<file path="config.mk">
export PLATFORM = sky130hd
export DESIGN_NAME = systolic_matmul_top
export DESIGN_NICKNAME = d
export VERILOG_FILES = /design/src/rtl/systolic_pkg.sv /design/src/rtl/systolic_pe.sv /design/src/rtl/systolic_matmul_top.sv
export SDC_FILE = /design/constraint.sdc
export NUM_CORES = 1
export LEC_CHECK = 0
export BUFFER_PORTS_ARGS = -buffer_cell sky130_fd_sc_hd__buf_2
export CELL_PAD_IN_SITES_DETAIL_PLACEMENT = 0
export CELL_PAD_IN_SITES_GLOBAL_PLACEMENT = 1
export CORE_MARGIN = 5
export CORE_UTILIZATION = 45
export DETAILED_ROUTE_END_ITERATION = 12
export GPL_ROUTABILITY_DRIVEN = 0
export PLACE_DENSITY = 0.7
export SETUP_SLACK_MARGIN = 0.2
export SYNTH_ARGS = -nofsm -noshare
export SYNTH_HDL_FRONTEND = slang
export SYNTH_SLANG_ARGS = --single-unit
</file>
<file path="constraint.sdc">
create_clock -name clk_i -period 7.95 [get_ports clk_i]
set_input_delay 0.3975 -clock clk_i [delete_from_list [all_inputs] [get_ports clk_i]]
set_output_delay 0.3975 -clock clk_i [all_outputs]
set_load 0.005 [all_outputs]
</file>
<file path="src/rtl/systolic_pkg.sv">
// ---------------------------------------------------------------------------
// systolic_pkg
// Shared types and sizing helpers for the output-stationary systolic
// matrix multiplier.
//   state_e    : controller states (LOAD, PUSH, DRAIN)
//   wave_len   : words per k-slice wave (one per column plus one per row)
//   push_len   : cycles needed for a wave to sweep the array diagonally
//   elem_count : number of result elements streamed out on a drain
// ---------------------------------------------------------------------------
package systolic_pkg;

    typedef enum logic [1:0] {
        LOAD  = 2'd0,
        PUSH  = 2'd1,
        DRAIN = 2'd2
    } state_e;

    function automatic int unsigned wave_len(input int unsigned w, input int unsigned h);
        return w + h;
    endfunction

    function automatic int unsigned push_len(input int unsigned w, input int unsigned h);
        return w + h - 1;
    endfunction

    function automatic int unsigned elem_count(input int unsigned w, input int unsigned h);
        return w * h;
    endfunction

endpackage

</file>
<file path="src/rtl/systolic_pe.sv">
// ---------------------------------------------------------------------------
// systolic_pe
// One multiply-accumulate cell. The a operand passes right and the b operand
// passes down through one register stage each, with their valid bits. The
// accumulator adds a*b (mod 2^width_p) when both inputs are valid.
//   clk_i, reset_i : clock, async active-low reset
//   en_i           : clock enable, all registers hold when low
//   clear_i        : zero the accumulator (wins over a MAC the same cycle)
//   a_i/a_v_i      : operand from the left and its valid bit
//   b_i/b_v_i      : operand from above and its valid bit
//   a_o/a_v_o      : registered a towards the right neighbour
//   b_o/b_v_o      : registered b towards the lower neighbour
//   acc_o          : accumulator value
// ---------------------------------------------------------------------------
module systolic_pe #(
    parameter int unsigned width_p = 8
) (
    input  logic               clk_i,
    input  logic               reset_i,
    input  logic               en_i,
    input  logic               clear_i,
    input  logic [width_p-1:0] a_i,
    input  logic               a_v_i,
    input  logic [width_p-1:0] b_i,
    input  logic               b_v_i,
    output logic [width_p-1:0] a_o,
    output logic               a_v_o,
    output logic [width_p-1:0] b_o,
    output logic               b_v_o,
    output logic [width_p-1:0] acc_o
);

    always_ff @(posedge clk_i or negedge reset_i) begin
        if (!reset_i) begin
            a_o   <= '0;
            a_v_o <= 1'b0;
            b_o   <= '0;
            b_v_o <= 1'b0;
            acc_o <= '0;
        end else if (en_i) begin
            a_o   <= a_i;
            a_v_o <= a_v_i;
            b_o   <= b_i;
            b_v_o <= b_v_i;
            if (clear_i) begin
                acc_o <= '0;
            end else if (a_v_i && b_v_i) begin
                acc_o <= acc_o + a_i * b_i;
            end
        end
    end

endmodule

</file>
<file path="src/rtl/systolic_matmul_top.sv">
// ---------------------------------------------------------------------------
// systolic_matmul_top
// Output-stationary systolic multiplier Z = A x B. Operands arrive one wave
// (k-slice) at a time on a valid/ready byte stream: first B[k][0..W-1], then
// A[0..H-1][k]. Each wave is pushed diagonally through the PE array; after a
// flush the accumulated Z streams out row-major on a valid/yumi interface and
// the accumulators are cleared.
//   clk_i, reset_i : clock, async active-low reset
//   en_i           : global clock enable
//   flush_i        : request to stream out Z
//   ready_o        : operand word accepted on valid_i & ready_o
//   valid_i/data_i : operand stream
//   valid_o/data_o : result stream (data_o is 0 when valid_o is 0)
//   yumi_i         : consumer takes data_o this cycle
// ---------------------------------------------------------------------------
module systolic_matmul_top
    import systolic_pkg::*;
#(
    parameter int unsigned width_p        = 8,
    parameter int unsigned array_width_p  = 2,
    parameter int unsigned array_height_p = 2
) (
    input  logic               clk_i,
    input  logic               reset_i,
    input  logic               en_i,
    input  logic               flush_i,
    output logic               ready_o,
    input  logic               valid_i,
    input  logic [width_p-1:0] data_i,
    output logic               valid_o,
    input  logic               yumi_i,
    output logic [width_p-1:0] data_o
);

    localparam int unsigned WAVE_LEN = wave_len(array_width_p, array_height_p);
    localparam int unsigned PUSH_LEN = push_len(array_width_p, array_height_p);
    localparam int unsigned ELEMS    = elem_count(array_width_p, array_height_p);
    localparam int unsigned CNT_W    = (WAVE_LEN > 1) ? $clog2(WAVE_LEN) : 1;
    localparam int unsigned IDX_W    = (ELEMS > 1) ? $clog2(ELEMS) : 1;

    state_e             state_q, state_n;
    logic [CNT_W-1:0]   cnt_q, cnt_n;     // word count in LOAD, cycle count in PUSH
    logic [IDX_W-1:0]   idx_q, idx_n;
    logic               pend_q, pend_n;
    logic               accept;
    logic               clear;
    logic [width_p-1:0] stage_q [WAVE_LEN];

    // Operand/valid nets between PEs: a flows along j, b flows along i.
    logic [width_p-1:0] a_d [array_height_p][array_width_p+1];
    logic               a_v [array_height_p][array_width_p+1];
    logic [width_p-1:0] b_d [array_height_p+1][array_width_p];
    logic               b_v [array_height_p+1][array_width_p];
    logic [width_p-1:0] acc [ELEMS];

    // Outputs are gated by reset so they read 0 immediately on assertion.
    assign ready_o = reset_i && (state_q == LOAD);
    assign valid_o = reset_i && (state_q == DRAIN);
    assign data_o  = valid_o ? acc[idx_q] : '0;

    // flush_i voids a coincident word even though ready_o is high.
    assign accept = en_i && valid_i && ready_o && !flush_i;
    assign clear  = en_i && valid_o && yumi_i && (idx_q == IDX_W'(ELEMS - 1));

    always_comb begin
        state_n = state_q;
        cnt_n   = cnt_q;
        idx_n   = idx_q;
        pend_n  = pend_q;
        case (state_q)
            LOAD: begin
                if (flush_i) begin
                    state_n = DRAIN;
                    cnt_n   = '0;
                end else if (accept) begin
                    if (cnt_q == CNT_W'(WAVE_LEN - 1)) begin
                        state_n = PUSH;
                        cnt_n   = '0;
                    end else begin
                        cnt_n = cnt_q + CNT_W'(1);
                    end
                end
            end
            PUSH: begin
                pend_n = pend_q || flush_i;
                if (cnt_q == CNT_W'(PUSH_LEN - 1)) begin
                    cnt_n   = '0;
                    pend_n  = 1'b0;
                    state_n = (pend_q || flush_i) ? DRAIN : LOAD;
                end else begin
                    cnt_n = cnt_q + CNT_W'(1);
                end
            end
            DRAIN: begin
                if (yumi_i) begin
                    if (idx_q == IDX_W'(ELEMS - 1)) begin
                        idx_n   = '0;
                        state_n = LOAD;
                    end else begin
                        idx_n = idx_q + IDX_W'(1);
                    end
                end
            end
            default: state_n = LOAD;
        endcase
    end

    always_ff @(posedge clk_i or negedge reset_i) begin
        if (!reset_i) begin
            state_q <= LOAD;
            cnt_q   <= '0;
            idx_q   <= '0;
            pend_q  <= 1'b0;
        end else if (en_i) begin
            state_q <= state_n;
            cnt_q   <= cnt_n;
            idx_q   <= idx_n;
            pend_q  <= pend_n;
        end
    end

    always_ff @(posedge clk_i or negedge reset_i) begin
        if (!reset_i) begin
            for (int unsigned k = 0; k < WAVE_LEN; k++) begin
                stage_q[k] <= '0;
            end
        end else if (accept) begin
            stage_q[cnt_q] <= data_i;
        end
    end

    // Skew: instead of explicit delay lines, row i / column j present their
    // staged operand as valid on PUSH cycle i / j. The data is static for the
    // whole PUSH, so this is equivalent to an i- or j-deep delay chain.
    for (genvar gi = 0; gi < array_height_p; gi++) begin : g_row_feed
        assign a_d[gi][0] = stage_q[array_width_p + gi];
        assign a_v[gi][0] = (state_q == PUSH) && (cnt_q == CNT_W'(gi));
    end

    for (genvar gj = 0; gj < array_width_p; gj++) begin : g_col_feed
        assign b_d[0][gj] = stage_q[gj];
        assign b_v[0][gj] = (state_q == PUSH) && (cnt_q == CNT_W'(gj));
    end

    for (genvar gi = 0; gi < array_height_p; gi++) begin : g_row
        for (genvar gj = 0; gj < array_width_p; gj++) begin : g_col
            systolic_pe #(
                .width_p (width_p)
            ) u_pe (
                .clk_i   (clk_i),
                .reset_i (reset_i),
                .en_i    (en_i),
                .clear_i (clear),
                .a_i     (a_d[gi][gj]),
                .a_v_i   (a_v[gi][gj]),
                .b_i     (b_d[gi][gj]),
                .b_v_i   (b_v[gi][gj]),
                .a_o     (a_d[gi][gj+1]),
                .a_v_o   (a_v[gi][gj+1]),
                .b_o     (b_d[gi+1][gj]),
                .b_v_o   (b_v[gi+1][gj]),
                .acc_o   (acc[gi*array_width_p + gj])
            );
        end
    end

endmodule

</file>
; ---- Word level (Yosys, flattened, before mapping)
; Index checks and enable logic that the tools add are counted.
[word_totals]
ff_bits = 105
output_inout_bits = 10
elab_cells = 101
in_bits = 14
[op_classes]
n_reduce_logical = 27
multipliers = 4
n_bitwise = 2
muxes = 30
addsub = 6
eq_ne = 11
magnitude_cmp = 3
[op_table]
columns = cell, n
row1 = 8-bit 2-to-1 mux, 12
row2 = 8-bit adder, 4
row3 = 32-bit bitwise mux, 1
row4 = 8-bit by 8-bit multiplier with 8-bit output, 4
row5 = 2-bit 2-to-1 mux, 12
row6 = 8-bit binary-select mux with 2-bit select, 1
row7 = 8-bit demux with 2-bit select, 1
row8 = 1-bit logical AND, 12
row9 = "2-bit equality test, second input constant", 4
row10 = 2-bit AND reduction, 4
row11 = 2-bit nonzero test, 4
row12 = "3-bit >= comparator, second input constant", 2
row13 = 2-bit inverter with 3-bit output, 2
row14 = 2-bit case mux with 3 select lines, 1
row15 = 3-bit AND reduction, 2
row16 = 6-bit AND reduction, 1
row17 = "2-bit by 1-bit adder with 2-bit output, second input constant", 2
row18 = "2-bit by 1-bit equality test with 1-bit output, second input constant", 2
row19 = 2-bit zero test, 2
row20 = "2-bit != test, second input constant", 2
row21 = 2-bit case mux with 2 select lines, 1
row22 = "3-bit by 1-bit < comparator with 1-bit output, second input constant", 1
row23 = "3-bit by 2-bit != test with 1-bit output, second input constant", 1
row24 = "3-bit != test, second input constant", 1
row25 = 4 further kinds, 4

; ---- Longest topological paths before layout
; Gate-level depths: netlist of the first run.
[depth]
word_depth = 7
mapped_depth = 18
ltp_nobuf = 17

; ---- Modules after synthesis
; Synthesis of the first run repeated with hierarchy kept, for this count alone.
[unflattened]
hier_cells = 938
area_unflattened_um2 = 10327.4
[modules_own_cells]
columns = module, n_inst, seq_area_each_um2, cells_each, area_each_um2
row1 = systolic_pe at g_row[0].g_col[1].u_pe, 1, 650.6, 198, 2118.3
row2 = systolic_pe at g_row[1].g_col[1].u_pe, 1, 650.6, 202, 2084.5
row3 = systolic_pe at g_row[1].g_col[0].u_pe, 1, 650.6, 192, 2082.0
row4 = systolic_pe at g_row[0].g_col[0].u_pe, 1, 650.6, 203, 2072.0
row5 = systolic_matmul_top, 1, 975.9, 143, 1970.6

; ---- Worst setup path before layout of the first run
; OpenSTA, ideal clock, no wires.
[synth_path]
kind = register to register
startpoint = register stage_q (netlist bit b_d[41])
endpoint = register g_row[0].g_col[0].u_pe.acc_o[7]
path_buffers = 1
setup_time_ns = 0.121
arrival_time_ns = 3.697
stages_incl_launch_ff = 16
slack_ns = 4.132
synth_period_minus_slack_ns = 3.818
required_ns = 7.829
path_cell_list = dfrtp_1 -> clkbuf_1 -> nand2_1 -> fa_1 -> inv_1 -> fa_1 -> ha_1 -> inv_1 -> fa_1 -> inv_1 -> fa_1 -> a21o_1 -> a21oi_1 -> xnor2_1 -> xnor2_1 -> a22o_1
[synth_via]
elab_chain_len = 4
[synth_rtl]
columns = element, line_no
row1 = "start, declared", systolic_matmul_top.sv:47  ; logic [width_p-1:0] stage_q [WAVE_LEN];
row2 = "start signal, assigned by index", systolic_matmul_top.sv:128  ; stage_q[cnt_q] <= data_i;
row3 = 8-bit by 8-bit multiplier with 8-bit output, systolic_pe.sv:48  ; acc_o <= acc_o + a_i * b_i;
row4 = 8-bit adder, systolic_pe.sv:48
row5 = 8-bit 2-to-1 mux, systolic_pe.sv:47  ; end else if (a_v_i && b_v_i) begin
row6 = 8-bit 2-to-1 mux, systolic_pe.sv:45  ; if (clear_i) begin
row7 = "end signal, assigned", systolic_pe.sv:48
row8 = "end, declared", systolic_pe.sv:30  ; output logic [width_p-1:0] acc_o
; No other way between the ends. The select of a mux whose other input is x is not followed.
; A chain may end at the register's enable or synchronous reset.

; ---- Worst setup path after layout of the first run
; Ends and elaborated chain as after synthesis.

==> impl_metrics.tcl, run 1 <==
set metrics [dict create \
    status "finished, final reports clean" \
    drc 0 \
    grt_antenna_before_repair 0 \
    end_kind "flip-flop" \
    slew_headroom_pct 29.8 \
    insertion_delay_ns 0.36 \
    grt_max_degree 65 \
    track_usage_pct 19.5 \
    nets 1009 \
    clock_sinks 105 \
    yosysWarnings 0 \
    postCtsSetupBuffers 0 \
    grt_pass1_vias 6109 \
    placement.io_buffers 23 \
    die_x_um 149 \
    drt_iter0_drc 249 \
    utilization_pct 49.4 \
    rows 50 \
    syn_inst 837 \
    fmax_mhz 244 \
    fillerInstances 1767 \
    numCtsBuffers 9 \
    worstMarginPinSlew_ns 1.05 \
    yosysSeqAreaShare_pct 30.3 \
    path_max_fanout 9 \
    dieArea_mm2 0.0221 \
    ctsHtreeMaxLevel 3 \
    grt_overflow 0 \
    critical_path_class "reg2reg" \
    synth.avg_cell_area_um2 10.4 \
    setup_viol 0 \
    synth_cell_type_count 37 \
    hold_viol 0 \
    syn2layout_area_growth_pct 7.22 \
    synthFlopType "dfrtp_1" \
    vdd_drop_max_mv 0.126 \
    ctsHoldBuffers 0 \
    drtPass1Iterations 4 \
    setup_tns_ns 0 \
    wl_per_cell_um 17.9 \
    post_cts_resized 0 \
    cts_tree "done" \
    drt.antenna.violating_nets 0 \
    clk_pin_slew_ns 0.08 \
    start_util_pct 46.0 \
    post-route-period-util_pct 51.5 \
    skew_ns 0.0103 \
    maxCapViolations 0 \
    grt_first_pass_wirelength_um 33800 \
    syn_nets 998 \
    cts_buffer_depth 2 \
    final_max_slew_viol_count 0 \
    drt-vias-per-instance 5.07 \
    crit_path_start_kind "flip-flop" \
    async_reset_ff_share_pct 100 \
    syn_area_mm2 0.00867 \
    n_antenna_cell 0 \
    hp-class "in2async" \
    hpwl_um 15800 \
    ys_ff_latch 105 \
    routed_wl_um 19900 \
    drive_above_1_share_pct 14.1 \
    fin_hold_ws_ns 0.0691 \
    synth_edf_count 0 \
    die_h_um 149 \
    p_leak_nw 4.74 \
    worst_ep_required_time_ns 8.20 \
    via_count 5644 \
    io_pins 24 \
    arrival_ns 4.34 \
    cellPowerDensity_mw_per_mm2 304 \
    coreArea_mm2 0.0188 \
    cts_root_buffer "clkbuf_16" \
    rsz0062_at_grt "no" \
    period_needed_ns 4.09 \
]
[layout make-up]
class,count,area (um2),share of cell area (%)
repair buffers,24,125,1.35
inverters,148,556,5.98
clock buffers,9,225,2.42
clock inverters,7,78.8,0.848
flip-flops and latches,105,2630,28.3
multi-input cells,560,5360,57.6
well taps,260,325,3.50
[path summary, 6_finish.rpt]
kind	depth (start not counted)	slack, ns	from	end
setup / recovery	14	3.86	b_d[41]	g_row[0].g_col[0].u_pe.acc_o[7]
hold / removal	1	0.07	reset_i	state_q[1]
setup reg to reg	14	3.86	b_d[41]	g_row[0].g_col[0].u_pe.acc_o[7]
hold reg to reg	1	0.48	g_row[0].g_col[0].u_pe.a_v_o	g_row[0].g_col[0].u_pe.a_v_o
max in group asynchronous	2	6.61	reset_i	g_row[0].g_col[0].u_pe.b_o[0]
min in group clk_i	2	0.38	data_i[0]	b_d[32]
[worst max-delay path: stages, from the launching register on]
cell	delay, ns
dfrtp_1	0.58
nand2_1	0.13
fa_1	0.52
inv_1	0.06
fa_1	0.45
ha_1	0.29
inv_1	0.05
fa_1	0.52
inv_1	0.07
fa_1	0.45
a21o_1	0.19
a21oi_1	0.20
xnor2_1	0.16
xnor2_1	0.11
a22o_1	0.18
[metal layers]
| metal | global-route usage, % | share of wire [%] | vias up |
|---|---|---|---|
| met4 | 5.13 | 1.3 | 0 |
| li1 | - | - | 2675 |
| met5 | 0 | 0 | - |
| met3 | 1.85 | 3.1 | 19 |
| met2 | 32.7 | 49 | 62 |
| met1 | 27.4 | 47 | 2888 |
[cell families after synthesis]
kind of cell               count (synthesis)  share of synthesized area (%)
AOI/OAI and AO/OA                         60                           4.86
adders and majority gates                147                           27.5
DFF                                      105                           30.3
muxes                                     73                           10.6
and+or+nand+nor                          210                           11.8
buffers and inverters                    172                           7.90
xor gates and xnor gates                  70                           7.07
[cell usage in the layout, fill, tap and decap left out, types with 2 or more instances in the layout]
cell / count
a211oi_1: 3
a21o_1: 10
a21oi_1: 21
a22o_1: 22
and2_1: 43
and3_1: 10
buf_2: 22
buf_4: 2
clkbuf_16: 9
clkinv_4: 2
clkinvlp_4: 2
dfrtp_1: 105
fa_1: 72
ha_1: 75
inv_1: 148
mux2_2: 65
mux4_2: 7
nand2_1: 114
nand2_4: 4
nand3_1: 9
nor2_1: 14
nor2b_1: 3
nor3_1: 4
nor3b_1: 2
o21ai_0: 2
xnor2_1: 59
xor2_1: 11
[sequential cells by signal, indices dropped and copies added, names as in the netlist]
signal	flops
g_row.g_col.u_pe.b_o	16
cnt_q	2
state_q	2
a_d	16
g_row.g_col.u_pe.a_o	16
g_row.g_col.u_pe.acc_o	32
idx_q	2
pend_q	1
g_row.g_col.u_pe.a_v_o	2
b_d	16
[synthesized netlist by cell type (2+ instances only)]
library cell | number | area (um2)
nand2_4 | 4 | 45.0
buf_4 | 2 | 15.0
buf_6 | 2 | 22.5
fa_1 | 72 | 1440
ha_1 | 75 | 938
nor2b_1 | 3 | 18.8
mux2_2 | 65 | 732
mux4_2 | 7 | 158
a21o_1 | 10 | 75.1
a21oi_1 | 21 | 105
and2_1 | 43 | 269
nor3b_1 | 2 | 15.0
o21ai_0 | 2 | 10.0
nand3_1 | 9 | 45.0
nor3_1 | 4 | 20.0
a211oi_1 | 3 | 22.5
nand2_1 | 114 | 428
clkbuf_1 | 13 | 48.8
a22o_1 | 22 | 193
inv_1 | 148 | 556
buf_2 | 6 | 30.0
and3_1 | 10 | 62.6
xnor2_1 | 59 | 517
xor2_1 | 11 | 96.3
dfrtp_1 | 105 | 2630
nor2_1 | 14 | 52.6
[per-stage QoR]
stage / setup slack, ns / power [mW] / std cells / cell area [um2]
floorplan: 4.13 / 1.98 / 837 / 8670
detailed placement: 3.87 / 2.40 / 1097 / 8990
global route: 3.59 / 3.11 / 1113 / 9290
global placement: 3.90 / 2.36 / 1097 / 8990
CTS: 3.84 / 2.87 / 1113 / 9290
finish: 3.86 / 2.82 / 1113 / 9290
[report_power, final]
group	internal, mW	switching (mW)	leakage [nW]	total (mW)
combinational	0.627	0.671	3.20	1.30
clock	0.247	0.213	0.144	0.461
sequential	0.711	0.353	1.40	1.06
(Power assumes the default switching activity.)
==> run 2: changes to the inputs <==
Settings changed: PLACE_DENSITY 0.7 to 0.73.
Clock period 7.95 ns to 3.3 ns, I/O delays scaled along.
==> run 2 against run 1 <==
Compared with the run above: the flow now finishes with violations (setup timing); count of clock-buffer cells in the layout grew 3; routed wire length rose by 10%; clock skew decreased by 0.0028 ns; maximum frequency rose by 7.2%; core utilization grew 8.5 points; critical path depth unchanged; largest power group unchanged.
==> impl_metrics.tcl, run 2 (same netlist as run 1, synthesis figures left out) <==
set metrics [dict create \
    status "finished with violations" \
    violations "setup timing" \
    insertion_delay_ns 0.36 \
    p_leak_nw 5.43 \
    drive_above_1_share_pct 38.5 \
    place_area_mm2 0.0101 \
    p_seq_share_pct 27.3 \
    grt_max_degree 64 \
    slew_headroom_pct 47.7 \
    critical_path.most_common_cell "fa_1" \
    numCtsBuffers 9 \
    grt_first_pass_wirelength_um 35700 \
    period_needed_ns 3.82 \
    track_usage_pct 20.8 \
    cp_top_family "adder cells" \
    skew_ns 0.00751 \
    intPower_mw 5.15 \
    clkPwrFrac_pct 12.7 \
    nets 1146 \
    die_h_um 149 \
    place_ws_ns -0.524 \
    cts_buffer_depth 2 \
    worstMarginPinSlew_ns 0.784 \
    fin_hold_ws_ns 0.132 \
    drt_iter0_drc 320 \
    dieArea_mm2 0.0221 \
    critical_path_class "reg2reg" \
    crit_path_start_kind "flip-flop" \
    critPathBufInv 3 \
    io_pins 24 \
    maxCapViolations 0 \
    layout_common_cells "buf_4 (130), inv_1 (129), nand2_1 (88), dfrtp_1 (84), mux2_2 (65)" \
    start_util_pct 46.0 \
    grt_overflow 0 \
    cts_tree "done" \
    final_max_slew_viol_count 0 \
    cellPowerDensity_mw_per_mm2 797 \
    cts_root_buffer "clkbuf_16" \
    placement.io_buffers 23 \
    drt-vias-per-instance 4.97 \
    drt.antenna.violating_nets 0 \
    die_x_um 149 \
    drtPass1Iterations 5 \
    setup_ws_ns -0.515 \
    syn2layout_area_growth_pct 25.6 \
    grt_pass1_vias 6648 \
    rsz0062_at_grt "yes" \
    path_cells "nand2_2 -> fa_1 -> fa_1 -> inv_1 -> fa_1 -> inv_1 -> fa_2 -> inv_2 -> ha_4 -> o21ai_1 -> nand2b_1 -> xnor2_1 -> or4_1 -> nand3_1" \
    hpwl_um 17700 \
    grt_antenna_before_repair 1 \
    ctsHtreeMaxLevel 3 \
    clk_pin_slew_ns 0.07 \
    vdd_drop_max_mv 0.388 \
    fmax_mhz 262 \
    drc 0 \
    arrival_ns 4.10 \
    end_kind "flip-flop" \
    rows 50 \
    switching_share_pct 40.6 \
    coreArea_mm2 0.0188 \
    setup_viol 12 \
    n_antenna_cell 0 \
    via_count 6205 \
    p_sw_mw 3.53 \
    p_comb_share_pct 60.0 \
    path_max_fanout 6 \
    layout_commonest_cell "buf_4" \
    routed_wl_um 21900 \
    hp-class "in2reg" \
    slowest_stage "fa_1" \
    wl_per_cell_um 17.5 \
    post-route-period-util_pct 116 \
    worst_ep_required_time_ns 3.58 \
    setup_tns_ns -2.78 \
    largest_reg_flops 32 \
    fin_area_mm2 0.0109 \
    hold_viol 0 \
    top_register "g_row.g_col.u_pe.acc_o" \
    worst_path_largest_cell_delay_ns 0.53 \
    clock_sinks 105 \
]
-- run 2: changes by cell type in the layout (fill, tap and decap cells not counted), moves of 8 or more --
cell,delta
buf_4,+128
nand2_1,-26
nand2_2,+25
ha_1,-23
dfrtp_1,-21
dfrtp_2,+21
ha_4,+21
inv_1,-19
inv_2,+19
fa_1,-17
fa_2,+17
buf_6,+8
-- run 2: timing repair --
action	in CTS	in global routing
setup buffers	14	5
endpoints found under the hold margin	8	0
hold buffers	1	0
setup endpoints to repair	16	16
pin swaps	43	33
resized for setup	54	30
-- run 2: path summary, 6_finish.rpt --
check	from	end	slack [ns]	depth (start not counted)
worst max-delay path	g_row[0].g_col[1].u_pe.b_o[0]	g_row[1].g_col[1].u_pe.acc_o[7]	-0.52	14
worst min-delay path	data_i[7]	b_d[39]	0.13	2
worst max register to register	g_row[0].g_col[1].u_pe.b_o[0]	g_row[1].g_col[1].u_pe.acc_o[7]	-0.52	14
worst min register to register	g_row[0].g_col[0].u_pe.a_v_o	g_row[0].g_col[0].u_pe.a_v_o	0.48	1
max in group asynchronous	reset_i	b_d[33]	1.52	4
min in group asynchronous	reset_i	g_row[0].g_col[0].u_pe.a_v_o	0.19	2
-- run 2: metal layers --
layer / GRT usage, % / vias up / wire [um]
met3: 2.70 / 40 / 681
met1: 28.9 / 3120 / 10000
met2: 33.9 / 90 / 10600
met4: 6.68 / 2 / 558
li1: - / 2953 / -
met5: 0 / - / 7
-- run 2: final cells by class --
class	instances	area, um2
Clock buffer	12	256
Clock inverter	2	38.8
Fill cell	1645	7940
Inverter	148	556
Multi-Input combinational cell	560	5870
Sequential cell	105	2650
Tap cell	260	325
Timing Repair Buffer	161	1190
-- run 2: power by group through the flow --
stage	clock network [mW]	logic, mW	registers (mW)
final	1.11	5.21	2.37
after floorplan	0	3.04	2.10
after global routing	1.18	5.80	2.44
after detailed placement	0	4.62	2.35
after CTS	1.13	5.04	2.36
after global placement	0	4.51	2.32
-- run 2: through the flow --
step / instances / utilization (%) / power [mW]
3_3_place_gp: 1214 / 53.6 / 6.82
5_1_grt: 1248 / 57.8 / 9.42
4_1_cts: 1243 / 56.8 / 8.53
2_1_floorplan: 837 / - / 5.14
6_report: 1248 / 57.8 / 8.68
3_5_place_dp: 1214 / 53.6 / 6.98
